### src/rtl/spi_flash_sequencer.sv
// spi_flash_sequencer
//
// Command sequencer behind an SPI slave byte engine. It decodes the received
// byte stream as a small SPI NOR flash command set and loads the response
// bytes back into the slave's shift-out register, so the FPGA looks like a
// serial flash to the host. Array reads are served from a backing memory
// through a single-outstanding request/valid port, with a one-byte prefetch
// buffer in front of the transmit path.
//
// Commands: 0x03 READ, 0x0B FAST_READ (one dummy byte), 0x9F JEDEC ID,
//           0x05 READ STATUS. Any other opcode pulses bad_cmd and the rest of
//           the frame is answered with IDLE_BYTE.
//
// Ports:
//   mclk          system clock (everything runs in this domain)
//   reset         synchronous, active-high
//   spi_cs        raw chip-select pin, active low (synchronized here)
//   spi_rx_strobe one-cycle pulse, spi_rx_data holds a received byte
//   spi_rx_data   received byte
//   spi_tx_strobe one-cycle pulse, load spi_tx_data into the shift-out reg
//   spi_tx_data   next byte to shift out
//   status_in     value answered to READ STATUS
//   mem_rd_req    one-cycle read request pulse
//   mem_addr      read address, held from mem_rd_req until mem_rd_valid
//   mem_rd_valid  one-cycle pulse, mem_rd_data is valid
//   mem_rd_data   read data
//   underrun      sticky: host clocked a data byte before memory supplied it
//   bad_cmd       one-cycle pulse on an unsupported opcode
module spi_flash_sequencer #(
    parameter logic [23:0] JEDEC_ID  = 24'hEF4018,
    parameter logic [7:0]  IDLE_BYTE = 8'hFF
) (
    input  logic        mclk,
    input  logic        reset,
    input  logic        spi_cs,
    input  logic        spi_rx_strobe,
    input  logic [7:0]  spi_rx_data,
    output logic        spi_tx_strobe,
    output logic [7:0]  spi_tx_data,
    input  logic [7:0]  status_in,
    output logic        mem_rd_req,
    output logic [23:0] mem_addr,
    input  logic        mem_rd_valid,
    input  logic [7:0]  mem_rd_data,
    output logic        underrun,
    output logic        bad_cmd
);

    typedef enum logic [2:0] {
        S_IDLE,
        S_CMD,
        S_ADDR,
        S_DUMMY,
        S_DATA,
        S_ID,
        S_STATUS,
        S_IGNORE
    } state_t;

    localparam logic [7:0] OP_READ      = 8'h03;
    localparam logic [7:0] OP_FAST_READ = 8'h0B;
    localparam logic [7:0] OP_JEDEC_ID  = 8'h9F;
    localparam logic [7:0] OP_STATUS    = 8'h05;

    // JEDEC ID split into bytes, MSB first.
    logic [7:0] jedec_byte [0:2];

    for (genvar gi = 0; gi < 3; gi++) begin : g_jedec
        assign jedec_byte[gi] = JEDEC_ID[23 - 8*gi -: 8];
    end

    // Registered state
    state_t      state_reg,      state_next;
    logic        cs_meta_reg;
    logic        cs_sync_reg;
    logic        fast_reg,       fast_next;
    logic [1:0]  addr_cnt_reg,   addr_cnt_next;
    logic [23:0] addr_acc_reg,   addr_acc_next;
    logic [1:0]  id_idx_reg,     id_idx_next;
    logic        tx_owed_reg,    tx_owed_next;
    logic        buf_valid_reg,  buf_valid_next;
    logic [7:0]  buf_data_reg,   buf_data_next;
    logic        rd_pending_reg, rd_pending_next;
    logic        stale_reg,      stale_next;
    logic        req_wait_reg,   req_wait_next;
    logic        tx_strobe_reg,  tx_strobe_next;
    logic [7:0]  tx_data_reg,    tx_data_next;
    logic        rd_req_reg,     rd_req_next;
    logic [23:0] mem_addr_reg,   mem_addr_next;
    logic        underrun_reg,   underrun_next;
    logic        bad_cmd_reg,    bad_cmd_next;

    // Combinational helpers
    logic        cs_abort;
    logic        valid_accept;
    logic        valid_fresh;
    logic        pending_after;
    logic        owed_set;
    logic        want_first_req;
    logic        fire;

    always_ff @(posedge mclk) begin
        if (reset) begin
            cs_meta_reg    <= 1'b1;
            cs_sync_reg    <= 1'b1;
            state_reg      <= S_IDLE;
            fast_reg       <= 1'b0;
            addr_cnt_reg   <= 2'd0;
            addr_acc_reg   <= 24'd0;
            id_idx_reg     <= 2'd0;
            tx_owed_reg    <= 1'b0;
            buf_valid_reg  <= 1'b0;
            buf_data_reg   <= 8'd0;
            rd_pending_reg <= 1'b0;
            stale_reg      <= 1'b0;
            req_wait_reg   <= 1'b0;
            tx_strobe_reg  <= 1'b0;
            tx_data_reg    <= IDLE_BYTE;
            rd_req_reg     <= 1'b0;
            mem_addr_reg   <= 24'd0;
            underrun_reg   <= 1'b0;
            bad_cmd_reg    <= 1'b0;
        end else begin
            cs_meta_reg    <= spi_cs;
            cs_sync_reg    <= cs_meta_reg;
            state_reg      <= state_next;
            fast_reg       <= fast_next;
            addr_cnt_reg   <= addr_cnt_next;
            addr_acc_reg   <= addr_acc_next;
            id_idx_reg     <= id_idx_next;
            tx_owed_reg    <= tx_owed_next;
            buf_valid_reg  <= buf_valid_next;
            buf_data_reg   <= buf_data_next;
            rd_pending_reg <= rd_pending_next;
            stale_reg      <= stale_next;
            req_wait_reg   <= req_wait_next;
            tx_strobe_reg  <= tx_strobe_next;
            tx_data_reg    <= tx_data_next;
            rd_req_reg     <= rd_req_next;
            mem_addr_reg   <= mem_addr_next;
            underrun_reg   <= underrun_next;
            bad_cmd_reg    <= bad_cmd_next;
        end
    end

    always_comb begin
        state_next      = state_reg;
        fast_next       = fast_reg;
        addr_cnt_next   = addr_cnt_reg;
        addr_acc_next   = addr_acc_reg;
        id_idx_next     = id_idx_reg;
        tx_owed_next    = tx_owed_reg;
        buf_valid_next  = buf_valid_reg;
        buf_data_next   = buf_data_reg;
        rd_pending_next = rd_pending_reg;
        stale_next      = stale_reg;
        req_wait_next   = req_wait_reg;
        tx_strobe_next  = 1'b0;
        tx_data_next    = tx_data_reg;
        rd_req_next     = 1'b0;
        mem_addr_next   = mem_addr_reg;
        underrun_next   = underrun_reg;
        bad_cmd_next    = 1'b0;
        owed_set        = 1'b0;
        want_first_req  = 1'b0;
        fire            = 1'b0;

        // Only a read we actually issued can complete; a completion of a read
        // that belonged to an aborted frame is swallowed here.
        valid_accept  = mem_rd_valid && rd_pending_reg;
        valid_fresh   = valid_accept && !stale_reg;
        pending_after = rd_pending_reg && !mem_rd_valid;
        cs_abort      = cs_sync_reg && (state_reg != S_IDLE);

        if (valid_accept) begin
            rd_pending_next = 1'b0;
            stale_next      = 1'b0;
        end
        if (valid_fresh) begin
            buf_valid_next = 1'b1;
            buf_data_next  = mem_rd_data;
        end

        if (cs_abort) begin
            // Frame ended: drop owed/buffered data and any deferred request.
            // A read still in flight is left to complete and then discarded.
            state_next     = S_IDLE;
            tx_owed_next   = 1'b0;
            buf_valid_next = 1'b0;
            req_wait_next  = 1'b0;
            if (pending_after) begin
                stale_next = 1'b1;
            end
        end else begin
            unique case (state_reg)
                S_IDLE: begin
                    if (!cs_sync_reg) begin
                        tx_strobe_next = 1'b1;
                        tx_data_next   = IDLE_BYTE;
                        state_next     = S_CMD;
                    end
                end
                S_CMD: begin
                    if (spi_rx_strobe) begin
                        unique case (spi_rx_data)
                            OP_READ, OP_FAST_READ: begin
                                state_next    = S_ADDR;
                                fast_next     = (spi_rx_data == OP_FAST_READ);
                                addr_cnt_next = 2'd0;
                            end
                            OP_JEDEC_ID: begin
                                state_next     = S_ID;
                                tx_strobe_next = 1'b1;
                                tx_data_next   = jedec_byte[0];
                                id_idx_next    = 2'd1;
                            end
                            OP_STATUS: begin
                                state_next     = S_STATUS;
                                tx_strobe_next = 1'b1;
                                tx_data_next   = status_in;
                            end
                            default: begin
                                state_next     = S_IGNORE;
                                tx_strobe_next = 1'b1;
                                tx_data_next   = IDLE_BYTE;
                                bad_cmd_next   = 1'b1;
                            end
                        endcase
                    end
                end
                S_ADDR: begin
                    if (spi_rx_strobe) begin
                        addr_acc_next = {addr_acc_reg[15:0], spi_rx_data};
                        if (addr_cnt_reg == 2'd2) begin
                            want_first_req = 1'b1;
                            if (fast_reg) begin
                                tx_strobe_next = 1'b1;
                                tx_data_next   = IDLE_BYTE;
                                state_next     = S_DUMMY;
                            end else begin
                                owed_set   = 1'b1;
                                state_next = S_DATA;
                            end
                        end else begin
                            addr_cnt_next  = addr_cnt_reg + 2'd1;
                            tx_strobe_next = 1'b1;
                            tx_data_next   = IDLE_BYTE;
                        end
                    end
                end
                S_DUMMY: begin
                    if (spi_rx_strobe) begin
                        owed_set   = 1'b1;
                        state_next = S_DATA;
                    end
                end
                S_DATA: begin
                    if (spi_rx_strobe) begin
                        owed_set = 1'b1;
                        // Previous byte was never loaded: host shifted out a
                        // stale byte. Still owe only one.
                        if (tx_owed_reg) begin
                            underrun_next = 1'b1;
                        end
                    end
                end
                S_ID: begin
                    if (spi_rx_strobe) begin
                        tx_strobe_next = 1'b1;
                        if (id_idx_reg == 2'd1) begin
                            tx_data_next = jedec_byte[1];
                            id_idx_next  = 2'd2;
                        end else if (id_idx_reg == 2'd2) begin
                            tx_data_next = jedec_byte[2];
                            id_idx_next  = 2'd3;
                        end else begin
                            tx_data_next = IDLE_BYTE;
                        end
                    end
                end
                S_STATUS: begin
                    if (spi_rx_strobe) begin
                        tx_strobe_next = 1'b1;
                        tx_data_next   = status_in;
                    end
                end
                S_IGNORE: begin
                    if (spi_rx_strobe) begin
                        tx_strobe_next = 1'b1;
                        tx_data_next   = IDLE_BYTE;
                    end
                end
                default: begin
                    state_next = S_IDLE;
                end
            endcase

            if (owed_set) begin
                tx_owed_next = 1'b1;
            end

            // Transmit rule: owed byte meets available data (either already
            // buffered or arriving this very cycle). The next sequential read
            // goes out in the same cycle so the buffer refills ahead of the host.
            fire = (tx_owed_reg || owed_set) && (buf_valid_reg || valid_fresh);
            if (fire) begin
                tx_strobe_next  = 1'b1;
                tx_data_next    = buf_valid_reg ? buf_data_reg : mem_rd_data;
                tx_owed_next    = 1'b0;
                buf_valid_next  = 1'b0;
                mem_addr_next   = mem_addr_reg + 24'd1;
                rd_req_next     = 1'b1;
                rd_pending_next = 1'b1;
            end

            // First read of a frame. If a read from an aborted frame is still
            // outstanding, hold the request (and mem_addr) until it returns.
            if (want_first_req) begin
                if (pending_after) begin
                    req_wait_next = 1'b1;
                end else begin
                    rd_req_next     = 1'b1;
                    rd_pending_next = 1'b1;
                    mem_addr_next   = {addr_acc_reg[15:0], spi_rx_data};
                end
            end else if (req_wait_reg && !pending_after) begin
                req_wait_next   = 1'b0;
                rd_req_next     = 1'b1;
                rd_pending_next = 1'b1;
                mem_addr_next   = addr_acc_reg;
            end
        end
    end

    assign spi_tx_strobe = tx_strobe_reg;
    assign spi_tx_data   = tx_data_reg;
    assign mem_rd_req    = rd_req_reg;
    assign mem_addr      = mem_addr_reg;
    assign underrun      = underrun_reg;
    assign bad_cmd       = bad_cmd_reg;

endmodule

### config.mk
export PLATFORM = sky130hd
export DESIGN_NAME = spi_flash_sequencer
export DESIGN_NICKNAME = d
export VERILOG_FILES = /design/src/rtl/spi_flash_sequencer.sv
export SDC_FILE = /design/constraint.sdc
export NUM_CORES = 1
export LEC_CHECK = 0
export CORE_MARGIN = 5
export CORE_UTILIZATION = 55
export DETAILED_ROUTE_END_ITERATION = 6
export PLACE_DENSITY = 0.8
export SYNTH_ARGS = -nofsm -noshare
export SYNTH_HDL_FRONTEND = slang
export SYNTH_SLANG_ARGS = --single-unit
export TNS_END_PERCENT = 10
### constraint.sdc
create_clock -name mclk -period 2.5 [get_ports mclk]
set_clock_uncertainty 0.15 [all_clocks]
set_input_delay 0.5 -clock mclk [delete_from_list [all_inputs] [get_ports mclk]]
set_output_delay 0.5 -clock mclk [all_outputs]
set_load 0.02 [all_outputs]
* Yosys cells after proc, flatten, opt, wreduce, memory -nomap -nowiden
Cells that the tools add are included.
Storage, ports and cells: bits in registers 83, input port bits 29, output and inout port bits 36
Operators by class: add/sub/neg operators 2, equality and inequality tests 33, mux-type cells 72, bitwise logic cells 3, reductions and logical operators 33
Operators by type and width (count):
- two-way mux 24 bit | 4
- two-way mux 8 bit | 12
- one-hot mux 8 bit (6 select lines) | 1
- two-way mux 1 bit | 33
- adder 24 x 1 -> 24 bit (second input constant) | 1
- inequality test 3 bit (second input constant) | 8
- one-hot mux 8 bit (3 select lines) | 1
- inequality test 2 bit (second input constant) | 10
- two-way mux 2 bit | 9
- two-way mux 3 bit | 6
- AND reduction 6 bit | 3
- equality test 3 bit (second input constant) | 4
- one-hot mux 3 bit (4 select lines) | 1
- AND reduction 10 bit | 1
- one-hot mux 3 bit (3 select lines) | 1
- equality test 8 x 2 -> 1 bit (second input constant) | 1
- equality test 8 x 3 -> 1 bit (second input constant) | 1
- equality test 8 x 4 -> 1 bit (second input constant) | 1
- equality test 8 bit (second input constant) | 1
- one-hot mux 2 bit (2 select lines) | 2
- AND reduction 4 bit | 2
- OR reduction 4 bit | 2
- nonzero test 7 bit | 1
- equality test 3 x 2 -> 1 bit (second input constant) | 2
- other kinds (19) | 35

* Depth between registers and ports, before layout
depth in word-level cells 11, gate-level depth with buffers 9, gate-level depth less buffers 8

* Worst setup path before layout
Ideal clock, no wire load.
kind input to register, from in spi_rx_data[4], to reg tx_data_reg[2], in the netlist spi_tx_data[2], setup time 120 ps, arrival 2024 ps, required time 2230 ps, path slack 207 ps, stages 6, path buffers 0, cells stage by stage or4_4 nor3_4 o31ai_2 a221oi_4 a211oi_1 a211o_1
Between the ends: word-level cells in the longest chain between the ends 6, elaborated cells between the ends (all ways) 11, those cells by class eq/ne (5); mux (4); reduce/logical (2)
RTL lines:
- start: declaration | line 37 | input logic [7:0] spi_rx_data,
- equality test 8 x 4 -> 1 bit or equality test 8 x 2 -> 1 bit (tied branches) | line 205 | unique case (spi_rx_data)
- OR reduction 2 bit | line 205
- one-hot mux 8 bit (3 select lines) | line 205
- two-way mux 8 bit | line 204 | if (spi_rx_strobe) begin
- one-hot mux 8 bit (6 select lines) | line 195 | unique case (state_reg)
- two-way mux 8 bit | line 306 | if (fire) begin
- end signal: assignment | line 138 | tx_data_reg <= tx_data_next;
- end: declaration | line 87 | logic [7:0] tx_data_reg, tx_data_next;
Several ways; a longest one is shown, not always the timed one. The select of a mux whose other input is x is not followed. A chain may end at the register's enable or synchronous reset.

* Worst setup path after layout
Ends and elaborated chain as after synthesis.

==> results.toml <==
[global_routing]
overflow = 0
grt_pass1_vias = 4620
antenna_found_initial = 0
grt_usage_pct = 27.8
grt_max_degree = 35
grt_pass1_wl_mm = 22.9

[clock_tree]
numCtsBuffers = 9
cts.sinks = 83
cts.path.max_buffers = 2
clk_latency_ps = 370
cts_root_buffer = "clkbuf_8"
cts_htree_levels = 3
cts_tree = "built"
clk_pin_slew_ps = 90

[timing]
period_needed_ps = 2510
holdWs_ps = 273
drv_slew = 0
worstMarginPinSlew_ps = 562
timing.final.crit_share_pct = 100
setup_viol = 2
relSlewSlack_pct = 62.5
rsz0062_at_grt = "yes"
final-hold-violation-count = 0
fmax_mhz = 398
fin_setup_tns_ps = -15.5
finalWorstSetupSlack_ps = -11.8

[synth]
synth_top_cells_by_count = "dfxtp_1, a21oi_1, nand2_1"
synth.distinct_cells = 66
synth_most_common_cell = "dfxtp_1"
synth.top_cell.area_share_pct = 36.4
syn_inst = 569
ys_ff_latch = 83
seq_area_frac_synth_pct = 36.4
synth_top_cell_by_area = "dfxtp_1"
synth-edff-count = 0
synth-main-ff-cell = "dfxtp_1"
yosys-top-cells-area = "dfxtp_1, mux2i_1, a21oi_1"
synth_area_per_cell_um2 = 8.02
async_reset_ff_share_pct = 0
syn_area_mm2 = 0.00456
synth_nets = 602
yosysWarnings = 0

[detailed_routing]
drt-initial-drc-count = 351
routed_wl_mm = 14.1
drt_first_pass_iters = 5
drc_errors = 0
wl_per_cell_um = 18.2
ant_nets = 0
viasPerCell = 6.29
routedLengthMet1_mm = 6.01
wl_met2_mm = 6.66
dr_total_vias = 4871
wl_met3_mm = 1.19
highest_layer = "met4"

[die]
core_area_mm2 = 0.00813
rows = 33
start_util_pct = 56.1
fp.dieH_um = 101
num_io_pins = 65
fp.dieW_um = 101
die_area_mm2 = 0.0102

[worst_setup_path]
crit_family = "compound AO/OA/AOI/OAI gates"
max_stage_delay_ps = 570
worstPathRequired_ps = 2610
critical_path_depth = 8
arrival_ps = 2630
path_cells = "clkdlybuf4s50_1, or4_4, buf_4, nor2_1, a22oi_2, a211oi_2, a211oi_1, a211o_1"
cp_slowest_cell = "or4_4"
critPathLaunchType = "input pin"
cp_max_fo = 4
r2r_cells = 10
worstSetupPathType = "input pin to register"
worst-path-buf-inv = 2
endpoint_kind = "register"

[hold_path]
hold_depth = 1
hold_class = "register to register"

[pwr]
pwr_density_cell_mw_per_mm2 = 474
p_leak_nw = 2.24
power_w = 0.00284
irDropWorstVdd_mv = 0.288

[cells_and_area]
fill_cells = 623
antenna_cells = 0
syn_to_final_growth_pct = 31.5
final_area_mm2 = 0.00600
drive_gt1_share_pct = 15.8
final_net_count = 698

[place]
dp_hpwl_mm = 9.79
place_area_mm2 = 0.00566
io_buffers = 64
place.gp.congestion = 0.976

[flow_run]
cap_violations = 0

[run_status]
violations = "setup timing"
status = "finished, violations left"
[layer usage]
metal | up-vias | track usage [%]
met2 | 228 | 43.7
met3 | 26 | 4.98
li1 | 2314 | -
met1 | 2303 | 38.3
met4 | 0 | 9.51
met5 | - | 0
[stage by stage]
step | setup WS [ps] | std cells | utilization, %
final | -11.8 | 775 | 73.7
after global routing | -99.3 | 775 | 73.7
after CTS | 7.28 | 774 | 72.9
after detailed placement | -396 | 758 | 69.6
after global placement | -308 | 758 | 69.6
after floorplan | 207 | 569 | -
[area by class of cell]
type                            instances  area, um^2  share of cell area [%]
Multi-Input combinational cell        435        2740                    45.7
Sequential cell                        83        1660                    27.7
Timing Repair Buffer                  125        1160                    19.3
Clock inverter                          6         136                    2.27
Tap cell                              105         131                    2.19
Clock buffer                           10         128                    2.13
Inverter                               11        41.3                   0.689
[what timing repair did]
item                                    CTS  global route
resized for setup                         1            11
hold buffers                              0             0
setup buffers                             0             1
endpoints found under the setup margin    1            23
cloned                                    0             0
pin swaps                                 0             2
[power breakdown]
group	internal [W]	switching, W
Sequential	0.00133	0.00000834
Clock	0.000769	0.000518
Combinational	0.000103	0.000114
Total	0.00220	0.000641
[final timing paths]
| check | startpoint | endpoint | slack [ps] |
|---|---|---|---|
| worst max-delay path | spi_rx_data[4] | spi_tx_data[2] | -10 |
| worst min-delay path | cs_meta_reg | cs_sync_reg | 270 |
| worst min register to register | cs_meta_reg | cs_sync_reg | 270 |
| worst max register to register | addr_cnt_reg[0] | spi_tx_data[1] | 30 |
[cell families after synthesis]
group                      Yosys count  share of synthesized area, %
xor gates and xnor gates             1                         0.192
AOI/OAI and AO/OA                  179                          26.0
buffers and inverters               51                          4.83
and+or+nand+nor                    217                          23.9
muxes                               34                          7.54
DFF                                 83                          36.4
adders and majority gates            4                          1.10
[placed cells by master (no fill, tap or decap), types with 2 or more instances in the layout]
| master | netlist | routed |
|---|---|---|
| a311oi_1 | 7 | 7 |
| o21ai_0 | 34 | 34 |
| a32oi_1 | 2 | 2 |
| a21oi_1 | 61 | 61 |
| nor4b_2 | 0 | 2 |
| o32ai_1 | 4 | 4 |
| nand2_1 | 60 | 59 |
| a211oi_2 | 2 | 5 |
| nand2b_1 | 5 | 5 |
| bufinv_16 | 0 | 4 |
| a2111oi_0 | 3 | 3 |
| mux2i_1 | 31 | 31 |
| clkdlybuf4s50_1 | 0 | 63 |
| a211o_1 | 4 | 4 |
| and2_1 | 3 | 3 |
| and4_1 | 6 | 6 |
| ha_1 | 4 | 4 |
| a211oi_1 | 15 | 12 |
| nor3_4 | 2 | 2 |
| nor2b_1 | 4 | 3 |
| o31ai_1 | 4 | 4 |
| buf_4 | 0 | 55 |
| a32o_1 | 4 | 4 |
| inv_1 | 11 | 11 |
| and3_1 | 9 | 9 |
| o22ai_1 | 5 | 5 |
| nor4_1 | 4 | 4 |
| a41oi_1 | 4 | 4 |
| or2_2 | 2 | 2 |
| o221ai_1 | 2 | 2 |
| nor2_1 | 55 | 55 |
| nand4_1 | 5 | 5 |
| mux2_2 | 3 | 3 |
| nor3_1 | 20 | 20 |
| clkbuf_8 | 0 | 9 |
| a31oi_1 | 12 | 12 |
| nor4b_1 | 4 | 2 |
| buf_12 | 0 | 5 |
| dfxtp_1 | 83 | 83 |
| nand3_1 | 26 | 26 |
Note: power is estimated with default switching activity, not from simulation.
